**config.mk**
```make
export PLATFORM = sky130hd
export DESIGN_NAME = rv_fanctl
export DESIGN_NICKNAME = d
export VERILOG_FILES = /design/src/rtl/rv_fanctl.sv
export SDC_FILE = /design/constraint.sdc
export NUM_CORES = 1
export LEC_CHECK = 0
export ABC_CLOCK_PERIOD_IN_PS = 6400
export BUFFER_PORTS_ARGS = -buffer_cell sky130_fd_sc_hd__clkbuf_2
export CORE_MARGIN = 3
export CORE_UTILIZATION = 45
export CTS_CLUSTER_SIZE = 25
export DETAILED_ROUTE_END_ITERATION = 10
export GPL_ROUTABILITY_DRIVEN = 0
export PLACE_DENSITY = 0.64
export RECOVER_POWER = 50
export SYNTH_ARGS = -nofsm -noshare
export SYNTH_HDL_FRONTEND = slang
export SYNTH_SLANG_ARGS = --single-unit
```
**constraint.sdc**
```tcl
create_clock -name clk -period 6.4 [get_ports clk]
set_clock_uncertainty 0.05 [all_clocks]
set_input_delay 0.96 -clock clk [delete_from_list [all_inputs] [get_ports clk]]
set_output_delay 0.96 -clock clk [all_outputs]
set_load 0.05 [all_outputs]
```
**src/rtl/rv_fanctl.sv**
```systemverilog
// rv_fanctl: closed-loop fan controller. Averages the sysmon die-temperature
// channel, runs an OFF/ON/FULL hysteresis FSM and slews an 8-bit fan duty
// toward a target. Also measures the fan tachometer and flags a stall.
// Ports:
//   clk, reset         : clock, synchronous active-high reset
//   adr, cs, rdy, we,  : rv32 peripheral bus (word select adr[4:2],
//   re, dw, dr         :   byte write enables, registered read data)
//   eoc_in, channel_in,: sysmon conversion stream
//   adc_data_in        :
//   tach_in            : asynchronous fan tach pulse
//   duty_out           : fan duty to the PWM generator
//   stall_out          : sticky stall flag
module rv_fanctl #(
    parameter int STEP_DIV = 65536,
    parameter int TACH_WIN = 10_000_000
) (
    input  logic        clk,
    input  logic        reset,
    input  logic [4:0]  adr,
    input  logic        cs,
    input  logic        rdy,
    input  logic [3:0]  we,
    input  logic        re,
    input  logic [31:0] dw,
    output logic [31:0] dr,
    input  logic        eoc_in,
    input  logic [5:0]  channel_in,
    input  logic [15:0] adc_data_in,
    input  logic        tach_in,
    output logic [7:0]  duty_out,
    output logic        stall_out
);

    localparam int SW = $clog2(STEP_DIV);
    localparam int TW = $clog2(TACH_WIN);
    localparam logic [SW-1:0] STEP_LAST = SW'(STEP_DIV - 1);
    localparam logic [TW-1:0] WIN_LAST  = TW'(TACH_WIN - 1);

    typedef enum logic [1:0] {
        S_OFF  = 2'd0,
        S_ON   = 2'd1,
        S_FULL = 2'd2
    } state_t;

    // configuration registers
    logic       auto_en;
    logic [2:0] gain;
    logic [7:0] manual;
    logic [9:0] t_lo;
    logic [9:0] t_hi;
    logic [7:0] min_duty;
    logic [5:0] hyst;

    logic       wr;
    logic [2:0] wsel;
    logic       stall_clr;

    assign wr        = cs && rdy;
    assign wsel      = adr[4:2];
    assign stall_clr = wr && (wsel == 3'd4) && we[3] && dw[31];

    always_ff @(posedge clk) begin
        if (reset) begin
            auto_en  <= 1'b1;
            gain     <= 3'd2;
            manual   <= 8'h80;
            t_lo     <= 10'h299;
            t_hi     <= 10'h2D5;
            min_duty <= 8'h40;
            hyst     <= 6'd8;
        end else if (wr) begin
            if (wsel == 3'd0) begin
                if (we[0]) auto_en <= dw[0];
                if (we[1]) gain    <= dw[10:8];
                if (we[2]) manual  <= dw[23:16];
            end
            if (wsel == 3'd1) begin
                if (we[0]) t_lo[7:0] <= dw[7:0];
                if (we[1]) t_lo[9:8] <= dw[9:8];
                if (we[2]) t_hi[7:0] <= dw[23:16];
                if (we[3]) t_hi[9:8] <= dw[25:24];
            end
            if (wsel == 3'd2) begin
                if (we[0]) min_duty <= dw[7:0];
                if (we[1]) hyst     <= dw[13:8];
            end
        end
    end

    // temperature averaging over 8 channel-0 samples
    logic [12:0] acc;
    logic [2:0]  cnt;
    logic [9:0]  temp_avg;
    logic        avg_upd;
    logic [9:0]  sample;
    logic [12:0] acc_sum;

    assign sample  = adc_data_in[15:6];
    assign acc_sum = acc + {3'b0, sample};

    always_ff @(posedge clk) begin
        if (reset) begin
            acc      <= '0;
            cnt      <= '0;
            temp_avg <= '0;
            avg_upd  <= 1'b0;
        end else begin
            avg_upd <= 1'b0;
            if (eoc_in && channel_in == 6'd0) begin
                if (cnt == 3'd7) begin
                    temp_avg <= acc_sum[12:3];
                    acc      <= '0;
                    cnt      <= '0;
                    avg_upd  <= 1'b1;
                end else begin
                    acc <= acc_sum;
                    cnt <= cnt + 3'd1;
                end
            end
        end
    end

    // hysteresis FSM
    state_t      state;
    state_t      state_nx;
    logic [10:0] avg_x;
    logic [10:0] avg_h;
    logic [10:0] lo_x;
    logic [10:0] hi_x;

    assign avg_x = {1'b0, temp_avg};
    assign avg_h = avg_x + {5'b0, hyst};
    assign lo_x  = {1'b0, t_lo};
    assign hi_x  = {1'b0, t_hi};

    always_ff @(posedge clk) begin
        if (reset) state <= S_OFF;
        else       state <= state_nx;
    end

    always_comb begin
        state_nx = state;
        if (avg_upd) begin
            case (state)
                S_OFF: begin
                    if (avg_x >= hi_x)      state_nx = S_FULL;
                    else if (avg_x >= lo_x) state_nx = S_ON;
                end
                S_ON: begin
                    if (avg_x >= hi_x)      state_nx = S_FULL;
                    else if (avg_h < lo_x)  state_nx = S_OFF;
                end
                S_FULL: begin
                    if (avg_h < hi_x)       state_nx = S_ON;
                end
                default: state_nx = S_OFF;
            endcase
        end
    end

    // target duty; 18-bit math so a gain of 7 on a full-range delta cannot wrap
    logic [7:0]  target;
    logic [17:0] diff18;
    logic [17:0] sum18;

    assign diff18 = {8'b0, temp_avg} - {8'b0, t_lo};
    assign sum18  = {10'b0, min_duty} + (diff18 << gain);

    always_comb begin
        target = '0;
        if (!auto_en) begin
            target = manual;
        end else begin
            case (state)
                S_FULL: target = 8'hFF;
                S_ON: begin
                    if (avg_x < lo_x)         target = min_duty;
                    else if (sum18 > 18'd255) target = 8'hFF;
                    else                      target = sum18[7:0];
                end
                default: target = 8'h00;
            endcase
        end
    end

    // slew limiter
    logic [SW-1:0] pre;
    logic          step;

    assign step = (pre == STEP_LAST);

    always_ff @(posedge clk) begin
        if (reset) begin
            pre      <= '0;
            duty_out <= '0;
        end else begin
            pre <= step ? '0 : pre + 1'b1;
            if (step) begin
                if (duty_out < target)      duty_out <= duty_out + 8'd1;
                else if (duty_out > target) duty_out <= duty_out - 8'd1;
            end
        end
    end

    // tachometer: synchronizer, edge detect, windowed count, stall detect
    logic          ts1;
    logic          ts2;
    logic          ts3;
    logic          tedge;
    logic [TW-1:0] wcnt;
    logic          win_end;
    logic [15:0]   edge_cnt;
    logic [15:0]   tach_count;
    logic [1:0]    miss;
    logic          stall;

    assign tedge   = ts2 && !ts3;
    assign win_end = (wcnt == WIN_LAST);

    always_ff @(posedge clk) begin
        if (reset) begin
            ts1 <= 1'b0;
            ts2 <= 1'b0;
            ts3 <= 1'b0;
        end else begin
            ts1 <= tach_in;
            ts2 <= ts1;
            ts3 <= ts2;
        end
    end

    always_ff @(posedge clk) begin
        if (reset) begin
            wcnt       <= '0;
            edge_cnt   <= '0;
            tach_count <= '0;
            miss       <= '0;
            stall      <= 1'b0;
        end else begin
            wcnt <= win_end ? '0 : wcnt + 1'b1;
            if (stall_clr) stall <= 1'b0;
            if (win_end) begin
                tach_count <= edge_cnt;
                edge_cnt   <= tedge ? 16'd1 : 16'd0;
                if (edge_cnt == 16'd0 && duty_out != 8'd0) begin
                    if (miss != 2'd2) miss <= miss + 2'd1;
                    // a set here overrides a same-cycle clear
                    if (miss != 2'd0) stall <= 1'b1;
                end else begin
                    miss <= '0;
                end
            end else if (tedge && edge_cnt != 16'hFFFF) begin
                edge_cnt <= edge_cnt + 16'd1;
            end
        end
    end

    assign stall_out = stall;

    // registered read path
    logic       re1;
    logic [4:0] adr1;

    always_ff @(posedge clk) begin
        if (reset) begin
            re1  <= 1'b0;
            adr1 <= '0;
        end else if (rdy) begin
            re1  <= cs && re;
            adr1 <= adr;
        end
    end

    always_comb begin
        dr = '0;
        if (re1) begin
            case (adr1[4:2])
                3'd0: dr = {8'b0, manual, 5'b0, gain, 7'b0, auto_en};
                3'd1: dr = {6'b0, t_hi, 6'b0, t_lo};
                3'd2: dr = {18'b0, hyst, min_duty};
                3'd3: dr = {duty_out, 6'b0, state, 6'b0, temp_avg};
                3'd4: dr = {stall, 15'b0, tach_count};
                default: dr = '0;
            endcase
        end
    end

    logic unused_bits;
    assign unused_bits = ^{dw[30:26], dw[15:14], adc_data_in[5:0], adr[1:0],
                           adr1[1:0]};

endmodule
```
==> impl_metrics.toml <==
[floorplan]
io_pins = 111
core_um2 = 23600
fp.dieH_um = 162
die_area_um2 = 26100
initial_core_util_pct = 46.2
fp.dieW_um = 162
row_count = 56

[global_route]
grt_max_degree = 69
grtUsageMet2_pct = 42.1
grtUsageTotal_pct = 24.5
top_usage_layer = "met2"
antenna_found_initial = 0
grtUsageMet3_pct = 3.62
grt_pass1_wl_mm = 52.0
overflow = 0
met1_usage_pct = 32.5
grt_pass1_vias = 9931

[timing]
period_share_pct = 103
relSlewSlack_pct = 3.93
tightest_slew_ns = 1.44
hold_slack_ns = 0.399
slew_violations = 0
period_minus_slack_ns = 6.61
rsz0062_at_grt = "yes"
setup_ws_ns = -0.210
setup-violations-final = 3
timing.fmax_mhz = 151
final_hold_viol_count = 0

[drt]
vias_per_cell = 5.68
routed_wl_mm = 32.3
drt-wirelength-per-cell_um = 17.5
drc = 0
dr.pass1.iters = 6
ant_nets = 0
num_vias = 10500
first_iter_violations = 775

[worst_hold_path]
hold_end = "ts2"
hold_class = "register to register"
worst_hold_startpoint = "ts1"
min_path_cells = 1

[yosys]
ys.flop_type = "dfxtp_1"
synth_edf_count = 0
yosysWarnings = 0
syn_area_um2 = 10900
ys_types = 79
ys_ff_latch = 165
async_flop_share_pct = 0
synthesis.nets = 1529
seq_area_frac_synth_pct = 30.3
syn_avg_cell_area_um2 = 7.98
synthCells = 1365

[layout]
area_growth_pct = 19.9
final_nets = 1677
drive_above_1_share_pct = 17.1
diodes = 0

[setup_path]
startpoint_type = "register"
path_depth = 33
critPathMostFrequentCell = "a21oi_2"
cp.required_ns = 6.72
end_kind = "register"
reg2reg_from = "temp_avg[0]"
critPathMaxFanout = 4
slowest_delay_ns = 0.44
cp.arrival_ns = 6.93
slowest_stage = "or4_4"
path_class = "register to register"
crit_buf_inv = 1
rrSetupSlack_ns = -0.21
reg2regPathDepth = 33
r2r_end = "duty_out[7]"
cp_top_family = "compound AO/OA/AOI/OAI gates"

[placement]
hpwl_mm = 24.5
io_buffers = 95
place_ws_ns = -0.322

[pwr]
ir_worst_vdd_mv = 0.148
leakage_nw = 5.71
power_density_nw_per_um2 = 176

[clocking]
cts-root-buf = "clkbuf_16"
cts_max_level = 4
cts_tree = "built"
clkTransAtPathRegs_ns = 0.08
clk_path_buf_depth = 2
clock-sinks = 165
cts_buffers = 17
clock_latency_ns = 0.44

[run_status]
status = "complete, but fails checks"
violations = "setup timing"

[flow_run]
drv_cap = 0
==> metal layers <==
layer | wire length [um] | vias to the layer above | part of all wire, %
met1 | 14500 | 4953 | 45
met4 | 718 | 0 | 2.2
met5 | 0 | - | 0
met2 | 15400 | 288 | 48
li1 | - | 5196 | -
met3 | 1710 | 51 | 5.3
==> synthesized netlist by cell type (13+ instances only) <==
master,number,area [um2]
nor2_1,190,713
dfxtp_1,165,3300
nand2_1,115,432
a21oi_1,106,531
ha_1,89,1110
nand3_1,59,295
inv_1,58,218
clkbuf_1,45,169
mux2i_1,44,440
xor2_1,42,368
o21ai_0,41,205
a22oi_1,38,285
xnor2_1,34,298
a21o_1,24,180
and3_1,24,150
nor2b_1,20,125
nand4_1,19,119
nand2b_1,18,113
nor3_1,18,90.1
nor4_1,13,81.3
==> cell families after synthesis <==
logic type	Yosys count	share of synthesized area, %
AOI/OAI and AO/OA	321	19.7
xor gates and xnor gates	76	6.11
adders and majority gates	94	11.1
buffers and inverters	124	4.48
DFF	165	30.3
muxes	49	4.58
and+or+nand+nor	536	23.7
==> through the flow <==
| stage | total power, mW | TNS [ns] | instance area [um2] | utilization, % | cells |
|---|---|---|---|---|---|
| floorplan | 1.16 | -0.0214 | 11000 | - | 1365 |
| global placement | 1.22 | -0.396 | 12300 | 51.9 | 1804 |
| detailed placement | 1.22 | -0.716 | 12300 | 51.9 | 1804 |
| CTS | 2.31 | -0.335 | 13000 | 55.0 | 1841 |
| global route | 2.37 | -1.75 | 13100 | 55.3 | 1845 |
| finish | 2.30 | -0.409 | 13100 | 55.3 | 1845 |
==> worst max-delay path by stage <==
stage	slack (ns)	from	endpoint
global placement	-0.20	temp_avg[0]	duty_out[7]
floorplan	-0.02	temp_avg[0]	duty_out[7]
global route	-0.53	temp_avg[0]	duty_out[6]
CTS	-0.24	temp_avg[0]	duty_out[7]
finish	-0.21	temp_avg[0]	duty_out[7]
detailed placement	-0.32	temp_avg[0]	duty_out[7]
==> final cells by class <==
| cell class | count | area (um2) |
|---|---|---|
| multi-input cells | 1076 | 7300 |
| clock buffers | 17 | 425 |
| fillers | 2260 | 10600 |
| repair buffers | 192 | 1200 |
| clock inverters | 15 | 203 |
| well taps | 319 | 399 |
| flip-flops and latches | 165 | 3310 |
| inverters | 61 | 231 |
==> registers in the layout, indices dropped and copies added (netlist names), 6 cells and up <==
name,cells
acc,13
duty_out,8
edge_cnt,16
hyst,6
manual,8
min_duty,8
pre,16
t_hi,10
t_lo,10
tach_count,16
temp_avg,10
wcnt,24
==> placed cells by master (no fill, tap or decap), types with 18 or more instances in the layout <==
cell type	n
nor2_1	190
dfxtp_1	162
nand2_1	115
a21oi_1	98
buf_4	91
ha_1	86
clkbuf_2	84
nand3_1	59
inv_1	57
mux2i_1	43
xor2_1	42
a22oi_1	38
o21ai_0	34
xnor2_1	32
a21o_1	24
and3_1	24
nand4_1	19
nand2b_1	18
nor2b_1	18
==> power breakdown <==
group	total, mW	internal (mW)	switching [mW]	leakage (nW)
Sequential	1.05	1.03	0.0142	1.33
Combinational	0.155	0.0598	0.0950	4.07
Clock	1.09	0.571	0.520	0.306
==> repair_timing <==
action / 4_1_cts / 5_1_grt
gates resized for setup: 14 / 23
pin swaps: 17 / 33
cloned: 0 / 0
hold buffers: 0 / 0
buffers inserted: 6 / 4
endpoints found under the setup margin: 4 / 7
Note: power is estimated with default switching activity, not from simulation.
